===== src/rtl/cpu_pkg.sv =====
// Shared definitions for the 8-bit CPU control path: opcodes, sequencer states,
// memory address select codes and the instruction class bundle.
package cpu_pkg;

  localparam int DATA_W = 8;
  localparam int ADDR_W = 4;

  localparam logic [3:0] OP_NOP = 4'h0;
  localparam logic [3:0] OP_LDA = 4'h1;
  localparam logic [3:0] OP_ADD = 4'h2;
  localparam logic [3:0] OP_SUB = 4'h3;
  localparam logic [3:0] OP_STA = 4'h4;
  localparam logic [3:0] OP_LDI = 4'h5;
  localparam logic [3:0] OP_JMP = 4'h6;
  localparam logic [3:0] OP_JZ  = 4'h7;
  localparam logic [3:0] OP_JC  = 4'h8;
  localparam logic [3:0] OP_OUT = 4'hE;
  localparam logic [3:0] OP_HLT = 4'hF;

  localparam logic [1:0] SEL_PC  = 2'd0;
  localparam logic [1:0] SEL_PC1 = 2'd1;
  localparam logic [1:0] SEL_IR  = 2'd2;

  typedef enum logic [2:0] {
    ST_FETCH,
    ST_DECODE,
    ST_MEM,
    ST_OPER,
    ST_EXEC,
    ST_HALT
  } state_t;

  typedef struct packed {
    logic needs_mem;
    logic two_byte;
    logic is_halt;
    logic is_jump;
  } instr_class_t;

endpackage


===== src/rtl/control_sequencer_if.sv =====
// Bundle of signals between the sequencer and the memory, PC and accumulator
// datapath. The sequencer is the master; the datapath side is the slave.
interface control_sequencer_if;
  import cpu_pkg::*;

  logic              run;
  logic [DATA_W-1:0] mem_rdata;
  logic              z_flag;
  logic              c_flag;
  logic              pc_inc;
  logic              pc_skip;
  logic              pc_load;
  logic [ADDR_W-1:0] pc_data;
  logic [1:0]        mem_addr_sel;
  logic              mem_rd;
  logic              mem_wr;
  logic              acc_load;
  logic              acc_src;
  logic              alu_sub;
  logic              out_load;
  logic [DATA_W-1:0] ir;
  logic              halted;

  modport master (
    input  run, mem_rdata, z_flag, c_flag,
    output pc_inc, pc_skip, pc_load, pc_data, mem_addr_sel, mem_rd, mem_wr,
           acc_load, acc_src, alu_sub, out_load, ir, halted
  );

  modport slave (
    output run, mem_rdata, z_flag, c_flag,
    input  pc_inc, pc_skip, pc_load, pc_data, mem_addr_sel, mem_rd, mem_wr,
           acc_load, acc_src, alu_sub, out_load, ir, halted
  );

endinterface


===== src/rtl/control_sequencer_instr_decode.sv =====
// Opcode classifier: maps an opcode to the class bits that steer the
// sequencer's path through MEM/OPER and its EXEC behaviour.
module instr_decode
  import cpu_pkg::*;
(
  input  logic [3:0]   opcode,
  output instr_class_t cls
);

  always_comb begin
    cls = '0;
    unique case (opcode)
      OP_LDA, OP_ADD, OP_SUB: cls.needs_mem = 1'b1;
      OP_LDI:                 cls.two_byte  = 1'b1;
      OP_HLT:                 cls.is_halt   = 1'b1;
      OP_JMP, OP_JZ, OP_JC:   cls.is_jump   = 1'b1;
      default:                cls = '0;
    endcase
  end

endmodule


===== src/rtl/control_sequencer.sv =====
// Multi-cycle fetch/decode/execute sequencer: owns the instruction register and
// drives PC, memory, accumulator and output-register controls as Moore outputs.
module control_sequencer
  import cpu_pkg::*;
(
  input  logic                clk,
  input  logic                reset,
  control_sequencer_if.master bus
);

  state_t            state;
  state_t            state_next;
  logic [DATA_W-1:0] ir_q;
  logic [3:0]        dec_op;
  instr_class_t      cls;
  logic              take;

  // In DECODE the instruction is still on mem_rdata; afterwards it lives in ir_q.
  assign dec_op = (state == ST_DECODE) ? bus.mem_rdata[7:4] : ir_q[7:4];

  instr_decode u_decode (
    .opcode (dec_op),
    .cls    (cls)
  );

  always_ff @(posedge clk or posedge reset) begin
    if (reset) begin
      state <= ST_FETCH;
      ir_q  <= '0;
    end else begin
      // NOTE: non-blocking so every register samples pre-edge values together.
      state <= state_next;
      if (state == ST_DECODE) ir_q <= bus.mem_rdata;
    end
  end

  assign bus.ir      = ir_q;
  assign bus.pc_data = ir_q[ADDR_W-1:0];

  always_comb begin
    // NOTE: every output defaulted first so no path through the case infers a latch.
    state_next       = state;
    take             = 1'b0;
    bus.pc_inc       = 1'b0;
    bus.pc_skip      = 1'b0;
    bus.pc_load      = 1'b0;
    bus.mem_addr_sel = SEL_PC;
    bus.mem_rd       = 1'b0;
    bus.mem_wr       = 1'b0;
    bus.acc_load     = 1'b0;
    bus.acc_src      = 1'b0;
    bus.alu_sub      = 1'b0;
    bus.out_load     = 1'b0;
    bus.halted       = 1'b0;

    // Outputs are forced quiet while reset is held, even though state is FETCH.
    if (!reset) begin
      unique case (state)
        ST_FETCH: begin
          if (bus.run) begin
            bus.mem_rd = 1'b1;
            state_next = ST_DECODE;
          end
        end
        ST_DECODE: begin
          if (cls.is_halt)        state_next = ST_HALT;
          else if (cls.needs_mem) state_next = ST_MEM;
          else if (cls.two_byte)  state_next = ST_OPER;
          else                    state_next = ST_EXEC;
        end
        ST_MEM: begin
          bus.mem_rd       = 1'b1;
          bus.mem_addr_sel = SEL_IR;
          state_next       = ST_EXEC;
        end
        ST_OPER: begin
          bus.mem_rd       = 1'b1;
          bus.mem_addr_sel = SEL_PC1;
          state_next       = ST_EXEC;
        end
        ST_EXEC: begin
          state_next = ST_FETCH;
          if (cls.needs_mem) begin
            bus.acc_load = 1'b1;
            bus.acc_src  = (dec_op == OP_LDA);
            bus.alu_sub  = (dec_op == OP_SUB);
            bus.pc_inc   = 1'b1;
          end else if (cls.two_byte) begin
            bus.acc_load = 1'b1;
            bus.acc_src  = 1'b1;
            bus.pc_skip  = 1'b1;
          end else if (cls.is_jump) begin
            take = (dec_op == OP_JMP)
                || ((dec_op == OP_JZ) && bus.z_flag)
                || ((dec_op == OP_JC) && bus.c_flag);
            bus.pc_load = take;
            bus.pc_inc  = !take;
          end else begin
            bus.pc_inc = 1'b1;
            if (dec_op == OP_STA) begin
              bus.mem_wr       = 1'b1;
              bus.mem_addr_sel = SEL_IR;
            end
            if (dec_op == OP_OUT) bus.out_load = 1'b1;
          end
        end
        ST_HALT: bus.halted = 1'b1;
        default: state_next = ST_FETCH;
      endcase
    end
  end

endmodule


===== src/flat_wrapper.sv =====
// flat-port wrapper written by rule: the top's interface ports become plain ports
module control_sequencer_flat import cpu_pkg::*;
  (clk, reset, bus_run, bus_mem_rdata, bus_z_flag, bus_c_flag, bus_pc_inc, bus_pc_skip, bus_pc_load, bus_pc_data, bus_mem_addr_sel, bus_mem_rd, bus_mem_wr, bus_acc_load, bus_acc_src, bus_alu_sub, bus_out_load, bus_ir, bus_halted);
  control_sequencer_if bus_i ();
  input  logic clk;
  input  logic reset;
  input wire logic [$bits(bus_i.run)-1:0] bus_run;
  input wire logic [$bits(bus_i.mem_rdata)-1:0] bus_mem_rdata;
  input wire logic [$bits(bus_i.z_flag)-1:0] bus_z_flag;
  input wire logic [$bits(bus_i.c_flag)-1:0] bus_c_flag;
  output wire logic [$bits(bus_i.pc_inc)-1:0] bus_pc_inc;
  output wire logic [$bits(bus_i.pc_skip)-1:0] bus_pc_skip;
  output wire logic [$bits(bus_i.pc_load)-1:0] bus_pc_load;
  output wire logic [$bits(bus_i.pc_data)-1:0] bus_pc_data;
  output wire logic [$bits(bus_i.mem_addr_sel)-1:0] bus_mem_addr_sel;
  output wire logic [$bits(bus_i.mem_rd)-1:0] bus_mem_rd;
  output wire logic [$bits(bus_i.mem_wr)-1:0] bus_mem_wr;
  output wire logic [$bits(bus_i.acc_load)-1:0] bus_acc_load;
  output wire logic [$bits(bus_i.acc_src)-1:0] bus_acc_src;
  output wire logic [$bits(bus_i.alu_sub)-1:0] bus_alu_sub;
  output wire logic [$bits(bus_i.out_load)-1:0] bus_out_load;
  output wire logic [$bits(bus_i.ir)-1:0] bus_ir;
  output wire logic [$bits(bus_i.halted)-1:0] bus_halted;
  assign bus_i.run = bus_run;
  assign bus_i.mem_rdata = bus_mem_rdata;
  assign bus_i.z_flag = bus_z_flag;
  assign bus_i.c_flag = bus_c_flag;
  assign bus_pc_inc = bus_i.pc_inc;
  assign bus_pc_skip = bus_i.pc_skip;
  assign bus_pc_load = bus_i.pc_load;
  assign bus_pc_data = bus_i.pc_data;
  assign bus_mem_addr_sel = bus_i.mem_addr_sel;
  assign bus_mem_rd = bus_i.mem_rd;
  assign bus_mem_wr = bus_i.mem_wr;
  assign bus_acc_load = bus_i.acc_load;
  assign bus_acc_src = bus_i.acc_src;
  assign bus_alu_sub = bus_i.alu_sub;
  assign bus_out_load = bus_i.out_load;
  assign bus_ir = bus_i.ir;
  assign bus_halted = bus_i.halted;
  control_sequencer u_core (.clk(clk), .reset(reset), .bus(bus_i));
endmodule

===== config.mk =====
export PLATFORM = sky130hd
export DESIGN_NAME = control_sequencer_flat
export DESIGN_NICKNAME = d
export VERILOG_FILES = /design/src/rtl/cpu_pkg.sv /design/src/rtl/control_sequencer_if.sv /design/src/rtl/control_sequencer_instr_decode.sv /design/src/rtl/control_sequencer.sv /design/src/flat_wrapper.sv
export SDC_FILE = /design/constraint.sdc
export NUM_CORES = 1
export LEC_CHECK = 0
export ABC_AREA = 1
export ABC_CLOCK_PERIOD_IN_PS = 3500
export CORE_MARGIN = 1
export CORE_UTILIZATION = 43
export DETAILED_ROUTE_END_ITERATION = 16
export PLACE_DENSITY_LB_ADDON = 0.1
export SLEW_MARGIN = 20
export SYNTH_ARGS = -nofsm -noshare
export SYNTH_HDL_FRONTEND = slang
export SYNTH_SLANG_ARGS = --single-unit

===== constraint.sdc =====
create_clock -name clk -period 3.5 [get_ports clk]
set_input_delay 0.7 -clock clk [delete_from_list [all_inputs] [get_ports clk]]
set_output_delay 0.7 -clock clk [all_outputs]
set_load 0.1 [all_outputs]

# Word level (Yosys, flattened, before mapping)
# Index checks and enable logic that the tools add are counted.
[totals]
regBits = 11
[op_classes]
n_eq_ne = 16
n_mux = 56
n_bitwise = 2
reduce_logical = 10
[op_table]
columns = ["operator", "n"]
rows = [
  ["1-bit 2-to-1 mux", 43],
  ["4-bit by 3-bit equality test with 1-bit output, second input constant", 4],
  ["4-bit equality test, second input constant", 3],
  ["3-bit 2-to-1 mux", 4],
  ["3-bit one-hot mux with 4 select lines", 1],
  ["2-bit 2-to-1 mux", 5],
  ["4-bit by 2-bit equality test with 1-bit output, second input constant", 2],
  ["3-bit by 2-bit equality test with 1-bit output, second input constant", 2],
  ["3-bit equality test, second input constant", 2],
  ["2-bit one-hot mux with 3 select lines", 1],
  ["3-bit OR reduction", 2],
  ["4-bit by 1-bit equality test with 1-bit output, second input constant", 1],
  ["4-bit 2-to-1 mux", 1],
  ["3-bit by 1-bit equality test with 1-bit output, second input constant", 1],
  ["3-bit logical NOT", 1],
  ["3-bit AND reduction", 1],
  ["1-bit logical AND", 2],
  ["1-bit logical OR", 2],
  ["2-bit != test, second input constant", 1],
  ["1-bit inverter", 2],
  ["1-bit one-hot mux with 2 select lines", 1],
  ["2-bit OR reduction", 1],
  ["1-bit logical NOT", 1],
]

# Logic depth before layout (Yosys ltp)
# Gate-level depths: netlist of run 1.
[depth]
word_depth = 12
ltp_mapped = 11
depth_no_buf = 11

# Hierarchy
# A second synthesis of run 1 with hierarchy kept.
[hier_totals]
hier_cells = 129
area_unflattened_um2 = 919.6
[by_module_without_submodules]
columns = ["module", "n_inst", "cells_each", "area_each_um2", "seq_area_each_um2"]
rows = [
  ["control_sequencer", 1, 117, 869.6, 275.3],
  ["instr_decode", 1, 12, 50.0, 0.0],
]

# Least setup slack after synthesis of run 1
# OpenSTA, ideal clock, no wires.
[synth_timing]
kind = "flip-flop to output port"
startpoint = "register u_core.ir_q[4] (netlist: u_core.bus.ir[4])"
endpoint = "output port bus_alu_sub"
arrival_time_ps = 4166
t_required_ps = 2800
path_slack_ps = -1366
stages_incl_launch_ff = 7
path_buffers = 0
path_cell_list = "dfrtp_1 > inv_1 > nand2_1 > nand2_4 > nor2_1 > inv_1 > nor4_1"
[synth_via]
elab_chain_len = 7
word_cells_on_any_way = 9
cone_classes = "eq/ne (3); mux (5); reduce/logical (1)"
[synth_lines]
columns = ["element", "line_no", "source"]
rows = [
  ["start, declared", "control_sequencer.sv:13", "logic [DATA_W-1:0] ir_q;"],
  ["start signal, assigned", "control_sequencer.sv:33", "if (state == ST_DECODE) ir_q <= bus.mem_rdata;"],
  ["4-bit 2-to-1 mux (*)", "control_sequencer.sv:19", "assign dec_op = (state == ST_DECODE) ? bus.mem_rdata[7:4] : ir_q[7:4];"],
  ["4-bit by 2-bit equality test with 1-bit output (tied with other cells)", "control_sequencer_instr_decode.sv:12", "unique case (opcode)"],
  ["3-bit OR reduction", "control_sequencer_instr_decode.sv:12", ""],
  ["1-bit 2-to-1 mux", "control_sequencer_instr_decode.sv:12", ""],
  ["1-bit 2-to-1 mux (*)", "control_sequencer.sv:83", "if (cls.needs_mem) begin"],
  ["1-bit 2-to-1 mux (*)", "control_sequencer.sv:58", "unique case (state)"],
  ["1-bit 2-to-1 mux (*)", "control_sequencer.sv:57", "if (!reset) begin"],
  ["end, declared", "flat_wrapper.sv:20", "output wire logic [$bits(bus_i.alu_sub)-1:0] bus_alu_sub;"],
]
# Every way passes the cells marked *; elsewhere a longest branch is shown, timed or not.

# Final worst setup path of run 1
[layout_timing]
startpoint = "input port reset"
endpoint = "output port bus_acc_src"
[layout_via]
elab_chain_len = 1
[layout_lines]
columns = ["element", "line_no", "source"]
rows = [
  ["start, declared", "flat_wrapper.sv:6", "input logic reset;"],
  ["1-bit 2-to-1 mux", "control_sequencer.sv:57", ""],
  ["end, declared", "flat_wrapper.sv:19", "output wire logic [$bits(bus_i.acc_src)-1:0] bus_acc_src;"],
]
# No other way between the ends.

==> results of run 1 <==
critical path, delay by kind of cell:
| kind | cells | cell delay (ns) |
|---|---|---|
| simple gates | 2 | 0.63 |
| buf+inv | 3 | 0.89 |
cells in the mapped netlist:
library cell | count | area [sq um]
nor4_1 | 3 | 18.8
nand2_4 | 3 | 33.8
nand2_1 | 37 | 139
inv_1 | 13 | 48.8
o211ai_1 | 1 | 7.51
buf_12 | 1 | 20.0
nor3b_1 | 1 | 7.51
nand3_1 | 4 | 20.0
o21ai_1 | 2 | 10.0
nor2_1 | 11 | 41.3
nand3_2 | 1 | 10.0
dfrtp_1 | 11 | 275
nand4_1 | 1 | 6.26
nand2_2 | 8 | 50.1
inv_2 | 2 | 7.51
buf_4 | 4 | 30.0
nor3_1 | 7 | 35.0
nor2_4 | 2 | 22.5
nor2_2 | 1 | 6.26
a21oi_1 | 3 | 15.0
flip-flops by register name, indices dropped and copies added (netlist names):
register / count
u_core.state: 3
u_core.bus.ir: 8
cells by family after synthesis:
kind of cell | synth area share [%]
AND/OR/NAND/NOR | 48.5
flip-flops | 34.2
buffers and inverters | 13.2
AO/OA/AOI/OAI | 4.04
routing by layer:
layer,vias to the layer above,global-route usage (%),part of all wire [%]
li1,433,-,-
met1,416,26.6,40
met5,-,0,0
met2,37,40.0,55
met4,0,7.88,0
met3,0,6.00,5.4
how the worst max path moves through the flow:
stage                         start     endpoint  slack (ns)  depth (start not counted)
finish                        reset  bus_acc_src        0.57                          5
global route        u_core.state[1]  bus_pc_load        0.46                         10
CTS                           reset  bus_acc_src        0.57                          5
detailed placement            reset   bus_mem_rd        0.58                          6
global placement              reset  bus_acc_src        0.62                          5
floorplan                     reset  bus_acc_src       -0.23                          3
final cells by class:
class / count / area [sq um]
clock buffers: 4 / 26.3
multi-input cells: 85 / 470
well taps: 25 / 31.3
repair buffers: 37 / 475
inverters: 15 / 56.3
flip-flops and latches: 11 / 275
fillers: 132 / 410
stage by stage:
step                      instance area [sq um]  setup TNS [ns]
after floorplan                             852          -0.577
final                                      1340               0
after global placement                     1310               0
after global routing                       1340               0
after CTS                                  1340               0
after detailed placement                   1310               0
==> flow_summary_export.csv, run 1 <==
group,metric,value,unit
cts,ctsResizeCount,0,
global_route,grt_pass1_vias,820,
finish,nets,166,
routing,vias,886,
routing,drt_iter0_markers,15,
synth,syn_avg_cell_area,6.94,sq um
finish,final_common_cell,"nand2_1",
timing,rsz0062_at_grt,"no",
finish,final_cells,177,
global_route,grt.overflow.total,0,
synth,yosysUniqueCellTypes,20,
timing,hold_viol,0,
die,die_h,45.3,um
status,status,"completed",
die,initial_core_util,46.1,%
worst_setup_path,crit_fanout,6,
worst_setup_path,cp_cell_sequence,"clkdlybuf4s50_1 > inv_1 > nand2_1 > nor4_2 > buf_12",
worst_setup_path,worstSetupEndpointType,"output pin",
cts,clock-sinks,11,
global_route,grt_usage,22.8,%
finish,final_core_utilization,76.5,%
min_path,hold_start,"u_core.bus.ir[3]",
timing,setup_viol,0,
placement,numPortBuffers,36,
worst_setup_path,rr_endpoint,"u_core.state[0]",
global_route,grt_max_degree,13,
routing,routed_wl,2.11,mm
timing,max-slew-margin-rel,34.7,%
routing,wl_per_cell,11.9,um
die,core,1750,sq um
cts,clock_tree.htree_level_count,1,
placement,dpl.cell_count,173,
cts,numCtsBuffers,3,
timing,holdWs,0.516,ns
timing,finalWorstSetupSlack,0.574,ns
worst_setup_path,start_kind,"input port",
synth,ys_seq_area_share,34.2,%
routing,dr.pass1.iters,4,
die,die-area,2050,sq um
routing,route.detailed.drc,0,
die,core.rowCount,15,
timing,worst_pin_slew,0.976,ns
die,io_pins,37,
worst_setup_path,worstReg2RegStart,"u_core.state[1]",
timing,maxSlewViolCount,0,
placement,gp_congestion,0.810,
cts,clock_path_buffers,2,
worst_setup_path,crit_required,2.80,ns
timing,max_freq,0.342,GHz
timing,fin_skew,0.00188,ns
cts,cts_tree,"done",
worst_setup_path,path_class,"input port to output pin",
cts,postCtsSetupRepairBufs,0,
finish,drive_gt1_share,26.3,%
finish,syn2layout_area_growth,65.9,%
synth,synth_nets,129,
min_path,hp-class,"flop to flop",
routing,viasPerCell,5.01,
synth,synthCells,116,
synth,synth_area,805,sq um
timing,fin_crit,2.93,ns
global_route,antenna_found_initial,0,
synth,synth_warnings,0,
placement,dp_hpwl,1.69,mm
min_path,holdPathEnd,"u_core.bus.ir[3]",
worst_setup_path,slowest_stage,"clkdlybuf4s50_1",
placement,pre_cts_slack,0.585,ns
worst_setup_path,rrSetupSlack,1.77,ns
routing,ant_nets,0,
worst_setup_path,critPathArrivalTime,2.23,ns
timing,post-route-period-util,83.6,%
finish,final_cell_mix,"nand2_1, clkdlybuf4s50_1, inv_1",
cts,hold_buffers,0,
job,maxCapViolCount,0,
cts,cts-root-buf,"clkbuf_4",
worst_setup_path,reg2reg_depth,10,
cts,path_clk_slew,0.06,ns
finish,antenna_cells,0,
worst_setup_path,slowest_delay,0.54,ns
cts,clkLatencyLatePin,0.26,ns
global_route,grt_first_pass_wirelength,3.38,mm
min_path,min_delay_path_depth,2,
synth,synth_seq_cells,11,
die,die_width,45.3,um
Power of run 1 is left out: the tool's default activity adds up to more than one toggle a clock period on the data nets, which glitch-free logic cannot reach.
==> run 2: changes to the inputs <==
--- a/config.mk
+++ b/config.mk
@@ -6,9 +6,9 @@
 export NUM_CORES = 1
 export LEC_CHECK = 0
 export ABC_AREA = 1
-export ABC_CLOCK_PERIOD_IN_PS = 3500
+export ABC_CLOCK_PERIOD_IN_PS = 2400
 export CORE_MARGIN = 1
-export CORE_UTILIZATION = 43
+export CORE_UTILIZATION = 36
 export DETAILED_ROUTE_END_ITERATION = 16
 export PLACE_DENSITY_LB_ADDON = 0.1
 export SLEW_MARGIN = 20
==> constraint.sdc (replaced) <==
create_clock -name clk -period 2.4 [get_ports clk]
set_input_delay 0.48 -clock clk [delete_from_list [all_inputs] [get_ports clk]]
set_output_delay 0.48 -clock clk [all_outputs]
set_load 0.1 [all_outputs]
==> run 2 against run 1 <==
  * The run now ends with negative setup slack left
  * Register-to-register slack got worse by 1.1 ns
  * Critical path depth grew 4
  * Global-route usage increased by 1.3 points
  * Setup slack got worse by 0.64 ns
  * Routed wire length increased by 35%
  * Via count up 16%
  * Die area is 19% higher
  * First-iteration DRC count grew 53%
  * Flip-flop and latch count unchanged
  * Worst hold slack got worse by 0.023 ns
  * Non-clock buffer count is 27 higher
  * Clock skew rose by 0.0015 ns
==> flow_summary_export.csv, run 2 (synthesized netlist as in run 1, its figures left out) <==
group,metric,value,unit
cts,clock_tree.htree_level_count,1,
status,status,"finished, violations left",
die,die_h,49.3,um
finish,final_cell_mix,"buf_4, nand2_1, nand2_2",
finish,nets,193,
timing,max-slew-margin-rel,76.4,%
cts,numCtsBuffers,3,
routing,dr.pass1.iters,4,
cts,cts_tree,"done",
die,core,2020,sq um
routing,wl_per_cell,13.9,um
finish,antenna_cells,0,
worst_setup_path,slowest_stage,"dfrtp_1",
routing,viasPerCell,5.00,
die,die_width,49.3,um
routing,routed_wl,2.86,mm
die,die-area,2430,sq um
placement,numPortBuffers,36,
routing,route.detailed.drc,0,
global_route,grt_max_degree,11,
placement,dp_hpwl,1.77,mm
routing,ant_nets,0,
job,maxCapViolCount,0,
worst_setup_path,critPathArrivalTime,1.98,ns
finish,final_common_cell,"buf_4",
finish,regArea,290,sq um
global_route,antenna_found_initial,0,
worst_setup_path,path_class,"flop to output pin",
worst_setup_path,slowest_delay,0.41,ns
timing,rsz0062_at_grt,"yes",
cts,cts-root-buf,"clkbuf_4",
min_path,hp-class,"input port to async pin",
timing,max_freq,0.406,GHz
worst_setup_path,cp_cell_sequence,"inv_2 > nand2_4 > nor2_4 > nand2_2 > nand2_4 > o211ai_1 > buf_4 > a21oi_4 > buf_12",
finish,drive_gt1_share,59.2,%
worst_setup_path,crit_family,"buffers and inverters",
timing,post-route-period-util,103,%
placement,pre_cts_slack,-0.0287,ns
finish,multi_input_area,628,sq um
status,violations,"negative setup slack",
global_route,grt_first_pass_wirelength,4.38,mm
timing,setup_viol,4,
global_route,grt.overflow.total,0,
cts,hold_buffers,0,
timing,finalWorstSetupSlack,-0.0628,ns
cts,clock-sinks,11,
worst_setup_path,reg2reg_depth,12,
worst_setup_path,start_kind,"flop",
worst_setup_path,worstSetupEndpointType,"output pin",
timing,hold_viol,0,
cts,clock_path_buffers,2,
die,core.rowCount,16,
routing,drt_iter0_markers,23,
cts,clkLatencyLatePin,0.27,ns
worst_setup_path,cp.depth,9,
finish,largest_reg_flops,8,
timing,fin_skew,0.00335,ns
placement,gp_congestion,0.826,
global_route,grt_usage,24.1,%
die,initial_core_util,39.8,%
routing,vias,1030,
finish,final_cells,206,
worst_setup_path,path_buf_inv,3,
die,io_pins,37,
worst_setup_path,crit_fanout,5,
timing,worst_pin_slew,0.353,ns
worst_setup_path,path_common_cell,"nand2_4",
cts,path_clk_slew,0.07,ns
timing,maxSlewViolCount,0,
worst_setup_path,crit_required,1.92,ns
placement,dpl.cell_count,181,
finish,fillCellCount,107,
global_route,grt_pass1_vias,971,
timing,fin_crit,2.46,ns
finish,syn2layout_area_growth,112,%
[run 2: repair_timing]
item                                    in CTS  in global routing
pin swaps                                    8                 14
endpoints found under the hold margin        0                  0
gates resized for setup                      7                 12
endpoints found under the setup margin       8                  7
cloned                                       0                  0
setup buffers                               14                  7
[run 2: worst register-to-register path, stage by stage, from the launching register on]
cell     delay (ns)
dfrtp_1        0.41
inv_2          0.14
nand2_4        0.08
nor2_4         0.19
nand2_2        0.09
nand2_2        0.11
nor2_4         0.06
buf_4          0.15
nand2_8        0.08
buf_4          0.12
nand2_1        0.04
o21ai_1        0.14
nand2_1        0.06
[run 2: path summary, 6_finish.rpt]
check | startpoint | endpoint | slack, ns
max in group asynchronous | reset | u_core.bus.ir[6] | 1.55
setup / recovery | u_core.state[1] | bus_pc_load | -0.06
hold reg to reg | u_core.bus.ir[2] | u_core.bus.ir[2] | 0.51
min in group clk | u_core.bus.ir[2] | u_core.bus.ir[2] | 0.51
hold / removal | reset | u_core.state[1] | 0.49
setup reg to reg | u_core.state[1] | u_core.state[0] | 0.63
[run 2: area by class of cell]
| cell class | instances | area share (%) |
|---|---|---|
| timing repair buffer | 64 | 38.9 |
| multi-input combinational | 85 | 36.9 |
| sequential | 11 | 17.0 |
| inverter | 15 | 3.67 |
| tap | 27 | 1.98 |
| clock buffer | 4 | 1.54 |
[run 2: per-layer routing]
layer  wire [um]  up-vias  share of wire (%)  global-route usage [%]
li1            -      491                  -                       -
met1        1120      488                 39                    28.4
met2        1530       42                 54                    42.5
met3         137        9                4.8                    4.98
met4          62        0                2.2                    8.82
met5           0        -                  0                       0
[run 2: metrics by stage]
step           TNS, ns  utilization, %  hold WS [ns]  area, sq um
6_report        -0.137            84.2         0.493         1700
5_1_grt         -0.665            84.2         0.499         1700
4_1_cts        -0.0105            79.2         0.470         1600
3_5_place_dp   -0.0287            72.1         0.497         1460
3_3_place_gp         0            72.1         0.487         1460
2_1_floorplan   -0.611               -         0.288          971
Power of run 2 is left out for the same reason.
